--- config.mk ---
export PLATFORM = sky130hd
export DESIGN_NAME = traffic_phase_sched
export DESIGN_NICKNAME = d
export VERILOG_FILES = /design/src/rtl/traffic_phase_sched.sv
export SDC_FILE = /design/constraint.sdc
export NUM_CORES = 1
export LEC_CHECK = 0
export ABC_AREA = 1
export BUFFER_PORTS_ARGS = -buffer_cell sky130_fd_sc_hd__buf_2
export CORE_MARGIN = 1.5
export CORE_UTILIZATION = 52
export CTS_CLUSTER_SIZE = 14
export DETAILED_ROUTE_END_ITERATION = 10
export PLACE_DENSITY = 0.84
export SETUP_SLACK_MARGIN = 0.4
export SYNTH_ARGS = -nofsm -noshare
export SYNTH_HDL_FRONTEND = slang
export SYNTH_SLANG_ARGS = --single-unit
--- constraint.sdc ---
create_clock -name clk_i -period 1.7 [get_ports clk_i]
set_input_delay 0.085 -clock clk_i [delete_from_list [all_inputs] [get_ports clk_i]]
set_output_delay 0.085 -clock clk_i [all_outputs]
set_load 0.01 [all_outputs]
--- src/rtl/traffic_phase_sched.sv ---
// traffic_phase_sched: two-group signal phase sequencer with blinking-yellow
// night mode, live editing of green/yellow durations and pedestrian
// truncation of the running green.
module traffic_phase_sched #(
    parameter int CNT_WIDTH  = 11,
    parameter int RG_DEFAULT = 8,
    parameter int Y_DEFAULT  = 6,
    parameter int AR_TIME    = 1,
    parameter int MIN_GREEN  = 3
) (
    input  logic                 clk_i,
    input  logic                 rst_i,
    input  logic                 tick_1s_i,
    input  logic [1:0]           mode_i,
    input  logic                 key_plus_i,
    input  logic                 key_sub_i,
    input  logic                 ped_req1_i,
    input  logic                 ped_req2_i,
    output logic [2:0]           phase_o,
    output logic [5:0]           lamps_o,
    output logic [CNT_WIDTH-1:0] remain_o,
    output logic [CNT_WIDTH-1:0] disp_val_o,
    output logic [CNT_WIDTH-1:0] rg_time_o,
    output logic [CNT_WIDTH-1:0] y_time_o,
    output logic                 phase_start_o,
    output logic                 ped_ack1_o,
    output logic                 ped_ack2_o
);

    typedef enum logic [2:0] {
        NIGHT = 3'd0,
        G1    = 3'd1,
        Y1    = 3'd2,
        AR12  = 3'd3,
        G2    = 3'd4,
        Y2    = 3'd5,
        AR21  = 3'd6
    } phase_e;

    localparam logic [1:0] MODE_RUN   = 2'b00;
    localparam logic [1:0] MODE_NIGHT = 2'b01;
    localparam logic [1:0] MODE_SET_G = 2'b10;
    localparam logic [1:0] MODE_SET_Y = 2'b11;

    localparam logic [CNT_WIDTH-1:0] RG_DEF  = CNT_WIDTH'(RG_DEFAULT);
    localparam logic [CNT_WIDTH-1:0] Y_DEF   = CNT_WIDTH'(Y_DEFAULT);
    localparam logic [CNT_WIDTH-1:0] AR_DUR  = CNT_WIDTH'(AR_TIME);
    localparam logic [CNT_WIDTH-1:0] MIN_G   = CNT_WIDTH'(MIN_GREEN);
    localparam logic [CNT_WIDTH-1:0] ONE     = CNT_WIDTH'(1);
    localparam logic [CNT_WIDTH-1:0] CNT_MAX = '1;

    // {R1,Y1,G1,R2,Y2,G2}; both yellows lit is the night blink "on" pattern
    localparam logic [5:0] LAMP_NIGHT = 6'b010010;

    function automatic logic [5:0] lamps_for(input phase_e p);
        case (p)
            G1:      return 6'b001100;
            Y1:      return 6'b010100;
            AR12:    return 6'b100100;
            G2:      return 6'b100001;
            Y2:      return 6'b100010;
            AR21:    return 6'b100100;
            default: return LAMP_NIGHT;
        endcase
    endfunction

    phase_e               phase_q;
    logic [5:0]           lamps_q;
    logic [CNT_WIDTH-1:0] remain_q;
    logic [CNT_WIDTH-1:0] rg_time_q, rg_time_d;
    logic [CNT_WIDTH-1:0] y_time_q, y_time_d;
    logic                 ped_lat1_q, ped_lat2_q;
    logic                 phase_start_q, ped_ack1_q, ped_ack2_q;

    phase_e               nxt_phase;
    logic [CNT_WIDTH-1:0] nxt_dur;
    logic [CNT_WIDTH-1:0] edit_val, edit_new;

    // Successor phase and its load value; NIGHT (and AR21) lead into G1.
    always_comb begin
        nxt_phase = G1;
        nxt_dur   = rg_time_q;
        case (phase_q)
            G1:      begin nxt_phase = Y1;   nxt_dur = y_time_q;  end
            Y1:      begin nxt_phase = AR12; nxt_dur = AR_DUR;    end
            AR12:    begin nxt_phase = G2;   nxt_dur = rg_time_q; end
            G2:      begin nxt_phase = Y2;   nxt_dur = y_time_q;  end
            Y2:      begin nxt_phase = AR21; nxt_dur = AR_DUR;    end
            default: begin nxt_phase = G1;   nxt_dur = rg_time_q; end
        endcase
        if (nxt_dur == '0) nxt_dur = ONE;
    end

    // Key editing of the selected duration, saturating at 1 and at full scale.
    always_comb begin
        rg_time_d = rg_time_q;
        y_time_d  = y_time_q;
        edit_val  = (mode_i == MODE_SET_Y) ? y_time_q : rg_time_q;
        edit_new  = edit_val;
        if (key_plus_i && !key_sub_i && edit_val != CNT_MAX)
            edit_new = edit_val + ONE;
        else if (key_sub_i && !key_plus_i)
            edit_new = (edit_val > ONE) ? edit_val - ONE : ONE;
        if (mode_i == MODE_SET_G)
            rg_time_d = edit_new;
        else if (mode_i == MODE_SET_Y)
            y_time_d = edit_new;
    end

    // Duration registers.
    always_ff @(posedge clk_i or posedge rst_i) begin
        if (rst_i) begin
            rg_time_q <= RG_DEF;
            y_time_q  <= Y_DEF;
        end else begin
            rg_time_q <= rg_time_d;
            y_time_q  <= y_time_d;
        end
    end

    // Phase sequencer: night override, frozen while editing, countdown and ped truncation in run.
    always_ff @(posedge clk_i or posedge rst_i) begin
        if (rst_i) begin
            phase_q       <= NIGHT;
            remain_q      <= '0;
            lamps_q       <= LAMP_NIGHT;
            ped_lat1_q    <= 1'b0;
            ped_lat2_q    <= 1'b0;
            phase_start_q <= 1'b0;
            ped_ack1_q    <= 1'b0;
            ped_ack2_q    <= 1'b0;
        end else begin
            phase_start_q <= 1'b0;
            ped_ack1_q    <= 1'b0;
            ped_ack2_q    <= 1'b0;
            if (mode_i == MODE_NIGHT) begin
                phase_q    <= NIGHT;
                remain_q   <= '0;
                ped_lat1_q <= 1'b0;
                ped_lat2_q <= 1'b0;
                if (phase_q != NIGHT)
                    lamps_q <= LAMP_NIGHT;
                else if (tick_1s_i)
                    lamps_q <= lamps_q[4] ? 6'b000000 : LAMP_NIGHT;
            end else if (mode_i == MODE_RUN) begin
                case (phase_q)
                    NIGHT: begin
                        phase_q       <= nxt_phase;
                        remain_q      <= nxt_dur;
                        lamps_q       <= lamps_for(nxt_phase);
                        phase_start_q <= 1'b1;
                        ped_lat1_q    <= ped_lat1_q | ped_req1_i;
                        ped_lat2_q    <= ped_lat2_q | ped_req2_i;
                    end
                    G1, Y1, AR12, G2, Y2, AR21: begin
                        if (tick_1s_i) begin
                            if (remain_q > ONE) begin
                                remain_q   <= remain_q - ONE;
                                // a request seen on a tick is kept for the next non-tick cycle
                                ped_lat1_q <= ped_lat1_q | ped_req1_i;
                                ped_lat2_q <= ped_lat2_q | ped_req2_i;
                            end else begin
                                phase_q       <= nxt_phase;
                                remain_q      <= nxt_dur;
                                lamps_q       <= lamps_for(nxt_phase);
                                phase_start_q <= 1'b1;
                                ped_lat1_q    <= (phase_q == G1) ? 1'b0 : (ped_lat1_q | ped_req1_i);
                                ped_lat2_q    <= (phase_q == G2) ? 1'b0 : (ped_lat2_q | ped_req2_i);
                            end
                        end else begin
                            if (phase_q == G1) begin
                                if ((ped_lat1_q || ped_req1_i) && remain_q > MIN_G) begin
                                    remain_q   <= MIN_G;
                                    ped_ack1_q <= 1'b1;
                                end
                                ped_lat1_q <= 1'b0;
                            end else begin
                                ped_lat1_q <= ped_lat1_q | ped_req1_i;
                            end
                            if (phase_q == G2) begin
                                if ((ped_lat2_q || ped_req2_i) && remain_q > MIN_G) begin
                                    remain_q   <= MIN_G;
                                    ped_ack2_q <= 1'b1;
                                end
                                ped_lat2_q <= 1'b0;
                            end else begin
                                ped_lat2_q <= ped_lat2_q | ped_req2_i;
                            end
                        end
                    end
                    default: begin
                        phase_q  <= NIGHT;
                        remain_q <= '0;
                        lamps_q  <= 6'b000000;
                    end
                endcase
            end
        end
    end

    // Display source follows the key/mode front end.
    always_comb begin
        case (mode_i)
            MODE_RUN:   disp_val_o = remain_q;
            MODE_SET_G: disp_val_o = rg_time_q;
            MODE_SET_Y: disp_val_o = y_time_q;
            default:    disp_val_o = '0;
        endcase
    end

    assign phase_o       = phase_q;
    assign lamps_o       = lamps_q;
    assign remain_o      = remain_q;
    assign rg_time_o     = rg_time_q;
    assign y_time_o      = y_time_q;
    assign phase_start_o = phase_start_q;
    assign ped_ack1_o    = ped_ack1_q;
    assign ped_ack2_o    = ped_ack2_q;

endmodule

==> results of run 1 <==
-- metrics by stage --
step	hold slack (ns)	std cells
after CTS	0.1463	920
after detailed placement	0.1633	880
after global placement	0.1480	880
after floorplan	0.3487	605
-- metal layers --
layer | GRT overflow | GRT usage [%]
met1 | 2 | 79.86
met2 | 50 | 98.48
met3 | 2 | 63.34
met4 | 36 | 92.33
met5 | 1 | 15.58
-- Yosys cell counts (2+ instances only) --
library cell / n
a21oi_1: 12
a31oi_1: 2
buf_1: 2
buf_2: 6
buf_4: 2
buf_6: 2
clkbuf_1: 5
clkinv_1: 3
dfrtp_1: 42
dfstp_2: 5
ha_1: 6
inv_1: 63
inv_2: 6
nand2_1: 206
nand2_2: 16
nand2_4: 2
nand3_1: 58
nand3_2: 5
nand3b_1: 3
nand4_1: 9
nor2_1: 64
nor2_2: 2
nor3_1: 8
o211ai_1: 2
o21ai_0: 30
o21ai_1: 5
o21ai_2: 3
o221ai_1: 10
o22ai_1: 3
o31ai_1: 3
xnor2_1: 2
xor2_1: 13
-- cells by family after synthesis --
family	after synthesis	share of synthesized area, %
adder cells (fa/ha/maj)	6	1.965
XOR/XNOR	15	3.438
flip-flops	47	30.94
buffers and inverters	89	9.529
AO/OA/AOI/OAI	73	11.59
AND/OR/NAND/NOR	375	42.53
-- what timing repair did --
item,CTS
pin swaps,43
cloned,5
hold buffers,1
hold endpoints to repair,21
setup buffers,26
endpoints found under the setup margin,58
resized for setup,153
==> results.py, run 1 <==
metrics = {
    "die": {
        "num_rows": 31,
        "die_w_um": 88.72,
        "io_pins": 65,
        "start_util_pct": 53.25,
        "dieHeight_um": 88.72,
    },
    "yosys": {
        "syn_area_per_cell_um2": 6.316,
        "ys_seq_area_share_pct": 30.94,
        "ys_types": 37,
        "synth.top_cell.area_share_pct": 27.50,
        "syn_nets": 620,
        "yosysWarningCount": 0,
        "synth_top_area_cell": "dfrtp_1",
        "syn_inst": 605,
        "synth_edf_count": 0,
        "synth_top_flop_cell": "dfrtp_1",
        "ys_seq_elements": 47,
        "postSynth.asyncResetShare_pct": 100.0,
        "synth_area_um2": 3821,
        "ys_top_cells_by_area": "dfrtp_1 (28%), nand2_1 (20%), nand3_1 (7.6%)",
    },
    "clock_network": {
        "clock_sinks": 47,
        "cts_root_buf": "clkbuf_8",
        "cts_max_level": 2,
        "cts_buffers": 5,
        "cts_max_path_buffers": 2,
    },
    "placed_design": {
        "hpwl_mm": 10.66,
        "io_buffers": 64,
        "place.gp.congestion": 0.9549,
        "dpl_cell_area_um2": 5356,
        "place_ws_ns": -0.1685,
    },
    "global_routing": {
        "grt_start_max_net_pins": 25,
        "grt_usage_pct": 81.46,
        "overflow": 91,
    },
    "outcome": {
        "outcome": "stopped before the end",
        "firstError": "[ERROR GRT-0232] Routing congestion too high. Check the congestion heatmap in the GUI.",
        "lastStage": "global routing",
    },
}
==> inputs of run 2 (changes only) <==
--- a/config.mk
+++ b/config.mk
@@ -8,11 +8,9 @@
 export ABC_AREA = 1
 export BUFFER_PORTS_ARGS = -buffer_cell sky130_fd_sc_hd__buf_2
 export CORE_MARGIN = 1.5
-export CORE_UTILIZATION = 52
-export CTS_CLUSTER_SIZE = 14
+export CORE_UTILIZATION = 40
 export DETAILED_ROUTE_END_ITERATION = 10
-export PLACE_DENSITY = 0.84
-export SETUP_SLACK_MARGIN = 0.4
+export PLACE_DENSITY_LB_ADDON = 0.15
 export SYNTH_ARGS = -nofsm -noshare
 export SYNTH_HDL_FRONTEND = slang
 export SYNTH_SLANG_ARGS = --single-unit
==> constraint.sdc (replaced) <==
create_clock -name clk_i -period 2.2 [get_ports clk_i]
set_input_delay 0.11 -clock clk_i [delete_from_list [all_inputs] [get_ports clk_i]]
set_output_delay 0.11 -clock clk_i [all_outputs]
set_load 0.01 [all_outputs]
==> results.py, run 2 <==
metrics = {
    "route": {
        "drt_iter0_markers": 235,
        "drc": 0,
        "drtAntennaViolNets": 0,
        "drtPass1Iterations": 5,
        "wl_per_cell_um": 15.07,
        "wl_mm": 12.24,
        "vias": 4246,
        "vias_per_cell": 5.229,
    },
    "global_routing": {
        "grt_usage_pct": 24.59,
        "grt_pass1_wl_mm": 19.78,
        "grt_pass1_vias": 3998,
        "grt_start_max_net_pins": 26,
        "overflow": 0,
        "antenna_found_initial": 0,
    },
    "timing": {
        "setup_violations": 0,
        "tightest_slew_ns": 0.7863,
        "post-route-min-period_ns": 2.051,
        "fin_worst_skew_ns": 0.008392,
        "min_period_over_period_pct": 93.25,
        "relSlewSlack_pct": 47.52,
        "finalMaxSlewViolations": 0,
        "holdWs_ns": 0.1478,
        "hold_viol_final": 0,
        "max_freq_mhz": 487.5,
    },
    "yosys": {
        "synth_edf_count": 0,
        "ys_top_cells_by_area": "dfrtp_1 (28%), nand2_1 (20%), nand3_1 (7.6%)",
        "syn_nets": 620,
        "ys_seq_area_share_pct": 30.94,
        "synth_area_um2": 3821,
        "ys_seq_elements": 47,
        "syn_inst": 605,
        "ys_types": 37,
        "synth.top_cell.area_share_pct": 27.50,
        "yosysMostFrequentCell": "nand2_1",
        "ys_top_cells_by_count": "nand2_1 (206), nor2_1 (64), inv_1 (63), nand3_1 (58), dfrtp_1 (42)",
        "yosysWarningCount": 0,
        "postSynth.asyncResetShare_pct": 100.0,
        "synth_top_area_cell": "dfrtp_1",
        "synth_top_flop_cell": "dfrtp_1",
        "syn_area_per_cell_um2": 6.316,
    },
    "layout": {
        "final-instance-count-excl-fill": 812,
        "nets": 697,
        "area_growth_pct": 18.70,
        "drive_gt1_share_pct": 20.35,
        "final_cell_mix": "nand2_1 (204), buf_2 (64), nor2_1 (63)",
        "final_common_cell": "nand2_1",
        "design_area_um2": 4536,
        "final_core_util_pct": 49.09,
        "antenna_cells": 0,
    },
    "setup_path": {
        "cp_data_required_time_ns": 2.44,
        "cp_max_fo": 6,
        "ff2ff_path_depth": 12,
        "r2r-start": "y_time_o[1]$_DFFE_PP1P_",
        "reg2reg_to": "rg_time_o[3]$_DFFE_PP1N_",
        "regToRegSetupSlack_ns": 0.15,
        "crit_type": "flip-flop to flip-flop",
        "critPathArrivalTime_ns": 2.29,
        "crit_start": "y_time_o[1]$_DFFE_PP1P_",
        "cp-start-kind": "flip-flop",
        "end_kind": "flip-flop",
    },
    "pwr": {
        "p_leak_nw": 2.432,
        "ir_worst_vdd_uv": 528.0,
        "power.total_mw": 5.549,
        "pwr-share-comb_pct": 61.5,
        "power_frac_clock_pct": 11.6,
        "switching_share_pct": 51.54,
        "power.switching_mw": 2.860,
        "intPower_mw": 2.689,
        "p_per_area_nw_per_um2": 1223,
        "pwr-share-seq_pct": 26.8,
    },
    "die": {
        "core_area_um2": 9240,
        "die_area_um2": 10150,
        "dieHeight_um": 100.7,
        "num_rows": 35,
        "die_w_um": 100.7,
        "start_util_pct": 41.35,
        "io_pins": 65,
    },
    "clock_network": {
        "cts_max_path_buffers": 2,
        "cts_buffers": 5,
        "cts_tree": "built",
        "cts_max_level": 2,
        "clock_sinks": 47,
        "clk_latency_ns": 0.30,
        "clk_pin_slew_worst_paths_ns": 0.09,
        "cts_root_buf": "clkbuf_8",
    },
    "min_path": {
        "hold_end": "ped_ack1_o$_DFF_PP0_",
        "hp-start": "tick_1s_i",
        "hp-class": "input pin to flip-flop",
        "holdPathStages": 2,
    },
    "placed_design": {
        "hpwl_mm": 9.381,
        "place.gp.congestion": 0.9585,
        "dpl_cell_area_um2": 4342,
        "dp.cells": 797,
        "io_buffers": 64,
    },
    "job": {
        "drv_cap": 0,
    },
    "outcome": {
        "outcome": "finished clean",
    },
}
==> run 2: cell counts after synthesis <==
No cell type changed its count.
==> run 2: logic make-up (layout without fill, tap and decap cells) <==
logic type | count (synthesis) | in the layout | synth area share [%]
buffers and inverters | 89 | 167 | 9.529
and+or+nand+nor | 375 | 375 | 42.53
xor gates and xnor gates | 15 | 15 | 3.438
adders and majority gates | 6 | 6 | 1.965
DFF | 47 | 47 | 30.94
AOI/OAI and AO/OA | 73 | 73 | 11.59
==> run 2: stage by stage <==
step | setup WS (ns) | TNS (ns)
2_1_floorplan | 0.3377 | 0
3_3_place_gp | 0.08741 | 0
3_5_place_dp | 0.07900 | 0
4_1_cts | 0.05831 | 0
5_1_grt | -0.0008440 | -0.0008440
6_report | 0.1486 | 0
==> run 2: worst max-delay path: stages, from the launching register on <==
cell and delay (ns):
dfstp_2 0.58, nand3_2 0.12, nand2_4 0.12, ha_1 0.17
nand2_1 0.09, nor2_4 0.15, nand3_1 0.13, nand2_4 0.12
buf_4 0.16, nand3_1 0.08, nand2_1 0.11, nand2_1 0.08
o21ai_2 0.07
==> run 2: area by class of cell <==
class	count	area [µm²]
clock inverter	1	30.03
multi-input combinational	469	2307
clock buffer	7	76.32
timing repair buffer	87	508.0
inverter	72	270.3
fill	988	4705
tap	129	161.4
sequential	47	1182
==> run 2: timing repair <==
item                                    in CTS  in global routing
buffers inserted                             0                  6
hold buffers                                 1                  0
gates resized for setup                      0                  8
hold endpoints to repair                    22                  0
endpoints found under the setup margin       0                 31
==> run 2: how the worst max path moves through the flow <==
| stage | slack, ns | to | cells after the start |
|---|---|---|---|
| 2_1_floorplan | 0.34 | rg_time_o[0]$_DFFE_PP0N_ | 12 |
| 3_3_place_gp | 0.09 | y_time_o[0]$_DFFE_PP0P_ | 12 |
| 3_5_place_dp | 0.08 | rg_time_o[0]$_DFFE_PP0N_ | 12 |
| 4_1_cts | 0.06 | rg_time_o[3]$_DFFE_PP1N_ | 12 |
| 5_1_grt | -0.0008 | y_time_o[10]$_DFFE_PP0P_ | 15 |
| 6_report | 0.15 | rg_time_o[3]$_DFFE_PP1N_ | 12 |
==> run 2: routing by layer <==
metal / vias up / wire length [µm] / share of wire, % / global-route usage (%)
met5: - / 0 / 0 / 0
met4: 0 / 240 / 2.0 / 8.126
met3: 21 / 596 / 4.9 / 2.913
met2: 134 / 5949 / 49 / 42.46
met1: 1991 / 5449 / 45 / 31.85
li1: 2100 / - / - / -
==> run 2: power by group through the flow <==
stage,combinational (mW),clock (mW),sequential (mW)
2_1_floorplan,2.15,0,1.56
3_3_place_gp,3.29,0,1.49
3_5_place_dp,3.31,0,1.50
4_1_cts,3.33,0.664,1.48
5_1_grt,3.84,0.689,1.53
6_report,3.41,0.646,1.49
No activity file was read; power rests on OpenSTA's default activity.
